**config.mk**
```make
export PLATFORM = sky130hd
export DESIGN_NAME = echo_tap_scheduler
export DESIGN_NICKNAME = d
export VERILOG_FILES = /design/src/rtl/echo_tap_scheduler.sv
export SDC_FILE = /design/constraint.sdc
export NUM_CORES = 1
export LEC_CHECK = 0
export CAP_MARGIN = 10
export CORE_MARGIN = 3
export CORE_UTILIZATION = 59
export CTS_CLUSTER_DIAMETER = 40
export DETAILED_ROUTE_END_ITERATION = 16
export PLACE_DENSITY = 0.81
export SETUP_SLACK_MARGIN = 0.3
export SYNTH_ARGS = -nofsm -noshare
export SYNTH_HDL_FRONTEND = slang
export SYNTH_SLANG_ARGS = --single-unit
```
**constraint.sdc**
```tcl
create_clock -name clk_in -period 6.6 [get_ports clk_in]
set_input_delay 1.32 -clock clk_in [delete_from_list [all_inputs] [get_ports clk_in]]
set_output_delay 1.32 -clock clk_in [all_outputs]
set_load 0.1 [all_outputs]
```
**src/rtl/echo_tap_scheduler.sv**
```systemverilog
// Shares one single-port sample BRAM between mic capture and a multi-tap echo playback.
// Each accepted sample triggers either one write (record) or up to TAP_COUNT tap reads.
//
// state     | meaning
// S_IDLE    | waiting for an audio strobe
// S_WRITE   | write issued on previous edge; retire it
// S_READ    | issuing tap addresses, one per cycle
// S_COLLECT | waiting out read latency, capturing taps, then publishing outputs
module echo_tap_scheduler #(
  parameter int ADDR_W       = 16,
  parameter int MEM_DEPTH    = 65536,
  parameter int TAP_COUNT    = 3,
  parameter int TAP_SPACING  = 1500,
  parameter int READ_LATENCY = 2
) (
  input  logic              clk_in,
  input  logic              rst_in,
  input  logic              record_in,
  input  logic              audio_valid_in,
  input  logic [7:0]        audio_in,
  output logic [ADDR_W-1:0] mem_addr_out,
  output logic              mem_we_out,
  output logic [7:0]        mem_din_out,
  input  logic [7:0]        mem_dout_in,
  output logic [7:0]        single_out,
  output logic [7:0]        echo_out,
  output logic              busy_out
);

  localparam int PW    = ADDR_W + 1;
  localparam int TOTAL = TAP_COUNT + READ_LATENCY + 1;
  localparam int TW    = $clog2(TOTAL + 1);

  typedef enum logic [1:0] {S_IDLE, S_WRITE, S_READ, S_COLLECT} state_t;

  state_t             r_state, w_state_nxt;
  logic [PW-1:0]      r_wr_ptr, r_rd_ptr, r_record_len;
  logic               r_rec_prev;
  logic [TW-1:0]      r_timer;
  logic [3:0]         r_tap_ok;
  logic signed [9:0]  r_acc;
  logic [7:0]         r_tap0;
  logic [ADDR_W-1:0]  r_mem_addr;
  logic               r_mem_we;
  logic [7:0]         r_mem_din;
  logic [7:0]         r_single, r_echo;
  logic               r_busy;

  logic               w_accept, w_rec, w_rise, w_play, w_fall, w_wr_ok;
  logic [PW-1:0]      w_len, w_rd_start, w_wr_addr, w_rd_next;
  logic [3:0]         w_tap_ok;
  logic [TW-1:0]      w_cyc;
  logic [1:0]         w_cap_k;
  logic               w_issue, w_capture, w_last;
  logic signed [9:0]  w_tap_val, w_sum;
  logic [7:0]         w_sat;

  assign mem_addr_out = r_mem_addr;
  assign mem_we_out   = r_mem_we;
  assign mem_din_out  = r_mem_din;
  assign single_out   = r_single;
  assign echo_out     = r_echo;
  assign busy_out     = r_busy;

  always_comb begin
    w_accept   = (r_state == S_IDLE) && audio_valid_in;
    w_rec      = w_accept && record_in;
    w_rise     = w_rec && !r_rec_prev;
    w_play     = w_accept && !record_in;
    w_fall     = w_play && r_rec_prev;
    w_len      = w_fall ? r_wr_ptr : r_record_len;
    w_rd_start = w_fall ? '0 : r_rd_ptr;
    w_wr_addr  = w_rise ? '0 : r_wr_ptr;
    w_wr_ok    = 32'(w_wr_addr) < 32'(MEM_DEPTH);
    w_rd_next  = (r_rd_ptr + PW'(1) == r_record_len) ? '0 : r_rd_ptr + PW'(1);
    // taps reaching before address 0 are masked rather than wrapped
    w_tap_ok = '0;
    for (int k = 0; k < 4; k++) begin
      if (k < TAP_COUNT && 32'(w_rd_start) >= 32'(k * TAP_SPACING)) w_tap_ok[k] = 1'b1;
    end
    // w_cyc counts cycles since acceptance (1 on the first busy cycle)
    w_cyc     = TW'(TOTAL) - r_timer;
    w_issue   = (r_state == S_READ) && (32'(w_cyc) < 32'(TAP_COUNT));
    w_capture = (r_state == S_READ || r_state == S_COLLECT) &&
                (w_cyc >= TW'(READ_LATENCY + 1)) && (w_cyc <= TW'(TAP_COUNT + READ_LATENCY));
    w_last    = w_capture && (w_cyc == TW'(TAP_COUNT + READ_LATENCY));
    w_cap_k   = 2'(w_cyc - TW'(READ_LATENCY + 1));
    w_tap_val = r_tap_ok[w_cap_k] ? ($signed({{2{mem_dout_in[7]}}, mem_dout_in}) >>> w_cap_k) : 10'sd0;
    w_sum     = ((w_cap_k == 2'd0) ? 10'sd0 : r_acc) + w_tap_val;
    if (w_sum > 10'sd127)       w_sat = 8'h7f;
    else if (w_sum < -10'sd128) w_sat = 8'h80;
    else                        w_sat = w_sum[7:0];
  end

  always_comb begin
    w_state_nxt = r_state;
    case (r_state)
      S_IDLE: begin
        if (w_rec)                      w_state_nxt = S_WRITE;
        else if (w_play && w_len != '0) w_state_nxt = S_READ;
      end
      S_WRITE:   w_state_nxt = S_IDLE;
      S_READ:    if (32'(w_cyc) >= 32'(TAP_COUNT - 1)) w_state_nxt = S_COLLECT;
      S_COLLECT: if (r_timer == '0) w_state_nxt = S_IDLE;
      default:   w_state_nxt = S_IDLE;
    endcase
  end

  always_ff @(posedge clk_in) begin
    if (rst_in) r_state <= S_IDLE;
    else        r_state <= w_state_nxt;
  end

  always_ff @(posedge clk_in) begin
    if (rst_in) begin
      r_wr_ptr     <= '0;
      r_rd_ptr     <= '0;
      r_record_len <= '0;
      r_rec_prev   <= 1'b0;
      r_timer      <= '0;
      r_tap_ok     <= '0;
      r_acc        <= '0;
      r_tap0       <= '0;
      r_mem_addr   <= '0;
      r_mem_we     <= 1'b0;
      r_mem_din    <= '0;
      r_single     <= '0;
      r_echo       <= '0;
      r_busy       <= 1'b0;
    end else begin
      r_mem_we <= 1'b0;
      if ((r_state == S_READ || r_state == S_COLLECT) && r_timer != '0)
        r_timer <= r_timer - TW'(1);

      if (w_rec) begin
        r_rec_prev <= 1'b1;
        r_single   <= '0;
        r_echo     <= '0;
        r_busy     <= 1'b1;
        if (w_wr_ok) begin
          r_mem_we   <= 1'b1;
          r_mem_addr <= ADDR_W'(w_wr_addr);
          r_mem_din  <= audio_in;
          r_wr_ptr   <= w_wr_addr + PW'(1);
        end else begin
          r_wr_ptr   <= w_wr_addr;
        end
      end else if (w_play) begin
        r_rec_prev   <= 1'b0;
        r_record_len <= w_len;
        r_rd_ptr     <= w_rd_start;
        if (w_len == '0) begin
          r_single <= '0;
          r_echo   <= '0;
        end else begin
          r_busy     <= 1'b1;
          r_timer    <= TW'(TOTAL - 1);
          r_tap_ok   <= w_tap_ok;
          r_mem_addr <= ADDR_W'(w_rd_start);
        end
      end

      if (r_state == S_WRITE) r_busy <= 1'b0;

      if (w_issue && r_tap_ok[2'(w_cyc)])
        r_mem_addr <= ADDR_W'(r_rd_ptr - PW'(w_cyc * TAP_SPACING));

      if (w_capture) begin
        r_acc <= w_sum;
        if (w_cap_k == 2'd0) r_tap0 <= mem_dout_in;
      end

      if (w_last) begin
        r_single <= (w_cap_k == 2'd0) ? mem_dout_in : r_tap0;
        r_echo   <= w_sat;
        r_rd_ptr <= w_rd_next;
      end

      if (r_state == S_COLLECT && r_timer == '0) r_busy <= 1'b0;
    end
  end

endmodule

```
==> results.txt <==
----------------------------------------------------
[Outcome]
  Result of the run ... finished clean

[Detailed routing]
  Antenna Violating Nets Remaining ... 0
  Number of DRC violations after detailed routing ... 0
  Number of vias per cell ... about 6.4
  Wirelength, routed ... 23,290 um
  Number of DRC markers after the initial detailed-route iteration ... 1,179
  First-pass iteration count of the detailed router ... 7
  Vias ... 7,763
  Routed length per instance ... 19.34 um

[Logic synthesis]
  Leading register cell type out of synthesis ... sky130_fd_sc_hd__dfxtp_1
  Net count of the mapped netlist ... 1,059
  Cell with the most instances after synthesis ... sky130_fd_sc_hd__dfxtp_1
  Cell count after synthesis ... 1,007
  Syn_area_per_cell ... ~7.9 um^2
  Number of synthesized flops with an enable pin ... 0
  Top cell type by total area after synthesis ... sky130_fd_sc_hd__dfxtp_1
  Ranking of synthesized cells by area ... sky130_fd_sc_hd__dfxtp_1 (30%), sky130_fd_sc_hd__a21oi_1 (6.2%), sky130_fd_sc_hd__nand2_1 (5.2%), sky130_fd_sc_hd__ha_1 (4.9%), sky130_fd_sc_hd__nor2_1 (4.8%)
  Flop and latch count out of synthesis ... 120
  Post-synthesis sequential area ratio ... 0.3022
  Netlist area before placement ... 7949 um^2
  Share of the synthesized area in the top cell type ... 0.3022
  Post-synth cell types ... 87
  Share of synthesized registers carrying an async set or reset ... 0
  Most frequent cells after synthesis ... sky130_fd_sc_hd__dfxtp_1 (120), sky130_fd_sc_hd__nand2_1 (111), sky130_fd_sc_hd__nor2_1 (102)
  Yosys warns ... 0

[Setup path]
  Worst reg-to-reg path cell count ... 17
  Crit path DAT ... roughly 5.5 ns
  Most frequent cell on the critical path ... sky130_fd_sc_hd__ha_1
  Type of the setup path with the least slack ... flip-flop to flip-flop
  Nature of the critical path endpoint ... flip-flop
  Worst endpoint required time ... 6.87 ns
  Slowest cell delay on critical path ... between 0.6 and 0.7 ns
  Slowest CP cell ... sky130_fd_sc_hd__ha_1
  Worst Path Buf+Inv ... 2
  Number of stages on the worst setup path ... 17
  Worst path top cell family by delay ... adder cells
  Worst setup slack for register-to-register paths ... 1.38 ns
  Cell-by-cell trace of the critical path ... buf_4, clkinv_1, ha_1, xor2_1, xnor2_1, ha_1, ha_1, or3_1, xor2_1, ha_1, a21o_1, a21oi_1, a31oi_1, o31ai_1, a21oi_1, xnor2_1, a21oi_1
  CP max FO ... 33
  Kind of launch point of the worst setup path ... flip-flop

[Floorplan]
  Core region area ... 12,880 um^2
  Vertical extent of the die ... about 120 um
  Std-Cell Rows ... 41
  Overall die width ... 122.1 um
  Initial standard-cell utilization of the core ... 0.6173
  Number of placed I/O pins ... 62
  Overall die area ... 14,900 um^2

[STA]
  Total negative slack ... 0 ns
  Top achievable clock speed ... between 150 and 200 MHz
  Number of pins with negative max-slew slack in the final report ... 0
  Largest clock skew in the final design ... 0.007581 ns
  Setup repair after global routing missed its margin ... false
  Total count of hold-check failures in the final report ... 0
  Crit share post-route ... 0.7914
  Final setup viols ... 0
  Worst slew margin ... 0.2003
  Post-route minimum period ... roughly 5.2 ns
  Slew at the pin with the worst max-slew slack ... 1.190 ns
  Hold slack final ... 0.4509 ns

[Global route]
  Initial antenna violation count ... 0
  Global-route wire length before repair ... 37,830 um
  Pin count of the biggest net entering global routing ... 66
  Sum of overflow across all layers after global routing ... 0
  Via count of the first global-routing pass ... 7,158
  Overall track demand over capacity in global routing ... 0.3205

[Cells and area]
  Final design instance area without fill ... 9029 um^2
  Filler cell count in the final layout ... 1,034
  Number of diodes added for antenna fixing ... 0
  Layout Nets ... 1,072
  Core Util, Final ... 0.7012
  Share of layout cells above drive strength 1 ... 0.07461
  Synthesis-to-finish area growth ... 13.58%

[CTS]
  TritonCTS clock tree ... built
  Hold-fix buffers, CTS ... 0
  Clock root cell ... sky130_fd_sc_hd__clkbuf_16
  Clock sinks ... 120
  Post-CTS clock slew at the launch and capture registers of the worst setup and hold paths ... 0.06 ns
  Post-CTS Resized ... 0
  Post-CTS Setup Repair Bufs ... 0
  Number of buffers between clock root and the deepest sink ... 2
  CTS Buf Count ... 17
  CTS H-tree depth ... 4
  Worst-Skew Late Latency ... between 0.4 and 0.5 ns

[Run]
  Max-cap viol count ... 0

[Power and ir drop]
  Total leakage power ... 3.293 nW
  Overall Power ... 1.951 mW
  Areal power density over the cells ... 216.1 nW/um^2
  Worst IR drop on VDD ... about 180 uV

[Placed design]
  Port Buffers ... 61
  Placed cell area ... 8478 um^2
  Detail Placement HPWL ... approximately 16,000 um
  Routability-driven placement congestion ratio ... 0.9590

[Min path]
  Type of the worst min-delay path ... flip-flop to flip-flop
  Hold Path Stages ... 2

----------------------------------------------------
==> kinds of logic after synthesis <==
logic type	share of synthesized area
adder cells (fa/ha/maj)	0.05131
AO/OA/AOI/OAI	0.2267
XOR/XNOR	0.06721
flip-flops	0.3022
AND/OR/NAND/NOR	0.2471
multiplexers	0.04675
buffers and inverters	0.05871
==> power breakdown <==
group,internal (mW),switching [mW]
Sequential,0.739,0.0165
Clock,0.517,0.364
Combinational,0.0999,0.215
==> metrics by stage <==
stage	std cells	setup WS (ns)
6_report	1204	1.377
5_1_grt	1204	1.079
4_1_cts	1204	1.458
3_5_place_dp	1173	1.474
3_3_place_gp	1173	1.592
2_1_floorplan	1007	1.940
==> path summary, 6_finish.rpt <==
| path | start | to |
|---|---|---|
| max | r_timer[0]$_SDFF_PP0_ | mem_addr_out[15]$_SDFFE_PP0P_ |
| min | mem_din_out[2]$_SDFFE_PP0P_ | mem_din_out[2]$_SDFFE_PP0P_ |
| max reg2reg | r_timer[0]$_SDFF_PP0_ | mem_addr_out[15]$_SDFFE_PP0P_ |
| min reg2reg | mem_din_out[2]$_SDFFE_PP0P_ | mem_din_out[2]$_SDFFE_PP0P_ |
==> state kept, by name (all words and copies together), names as in the netlist, 8 cells and up <==
name          flops
echo_out          8
mem_addr_out     16
mem_din_out       8
r_acc            10
r_rd_ptr         17
r_record_len     17
r_tap0            8
r_wr_ptr         17
single_out        8
==> layout make-up <==
class / count / area, um^2 / area share
Multi-Input combinational cell: 783 / 5091 / 0.5639
Clock inverter: 14 / 125.1 / 0.01386
Tap cell: 172 / 215.2 / 0.02384
Timing Repair Buffer: 67 / 653.1 / 0.07234
Sequential cell: 120 / 2402 / 0.2661
Inverter: 31 / 116.4 / 0.01289
Clock buffer: 17 / 425.4 / 0.04712
==> routing by layer <==
| layer | vias up | wire length, um | global-route usage |
|---|---|---|---|
| met5 | - | 48 | 0.02431 |
| met4 | 2 | 678 | 0.1029 |
| met3 | 81 | 2715 | 0.09099 |
| met2 | 444 | 9692 | 0.4596 |
| met1 | 3575 | 10150 | 0.4615 |
| li1 | 3661 | - | - |
==> cell usage in the layout, fill, tap and decap left out, types with 7 or more instances in the layout <==
cell and instances:
sky130_fd_sc_hd__nand2b_1 13, sky130_fd_sc_hd__xor2_1 26, sky130_fd_sc_hd__mux2i_1 30, sky130_fd_sc_hd__a221o_1 13
sky130_fd_sc_hd__nor4_1 16, sky130_fd_sc_hd__inv_1 29, sky130_fd_sc_hd__and2_1 8, sky130_fd_sc_hd__a21oi_1 98
sky130_fd_sc_hd__o211ai_1 13, sky130_fd_sc_hd__ha_1 31, sky130_fd_sc_hd__nor2_1 102, sky130_fd_sc_hd__nor3_1 29
sky130_fd_sc_hd__clkdlybuf4s50_1 60, sky130_fd_sc_hd__clkbuf_16 17, sky130_fd_sc_hd__dfxtp_1 120, sky130_fd_sc_hd__buf_4 7
sky130_fd_sc_hd__a211oi_1 17, sky130_fd_sc_hd__nand4_1 17, sky130_fd_sc_hd__nor2b_1 14, sky130_fd_sc_hd__a31oi_1 14
sky130_fd_sc_hd__and3_1 9, sky130_fd_sc_hd__nand3_1 22, sky130_fd_sc_hd__a21o_1 10, sky130_fd_sc_hd__a22oi_1 8
sky130_fd_sc_hd__o21ai_0 34, sky130_fd_sc_hd__nand2_1 111, sky130_fd_sc_hd__or3_1 10, sky130_fd_sc_hd__a221oi_1 10
sky130_fd_sc_hd__xnor2_1 35
==> worst reg2reg max path, stage by stage (launching register included) <==
cell and delay, ns:
sky130_fd_sc_hd__dfxtp_1 0.30, sky130_fd_sc_hd__buf_4 0.36, sky130_fd_sc_hd__clkinv_1 0.36, sky130_fd_sc_hd__ha_1 0.64, sky130_fd_sc_hd__xor2_1 0.26, sky130_fd_sc_hd__xnor2_1 0.10, sky130_fd_sc_hd__ha_1 0.26, sky130_fd_sc_hd__ha_1 0.20
sky130_fd_sc_hd__or3_1 0.50, sky130_fd_sc_hd__xor2_1 0.21, sky130_fd_sc_hd__ha_1 0.33, sky130_fd_sc_hd__a21o_1 0.17, sky130_fd_sc_hd__a21oi_1 0.29, sky130_fd_sc_hd__a31oi_1 0.19, sky130_fd_sc_hd__o31ai_1 0.48, sky130_fd_sc_hd__a21oi_1 0.16
sky130_fd_sc_hd__xnor2_1 0.18, sky130_fd_sc_hd__a21oi_1 0.08
Note: power is estimated with default switching activity, not from simulation.
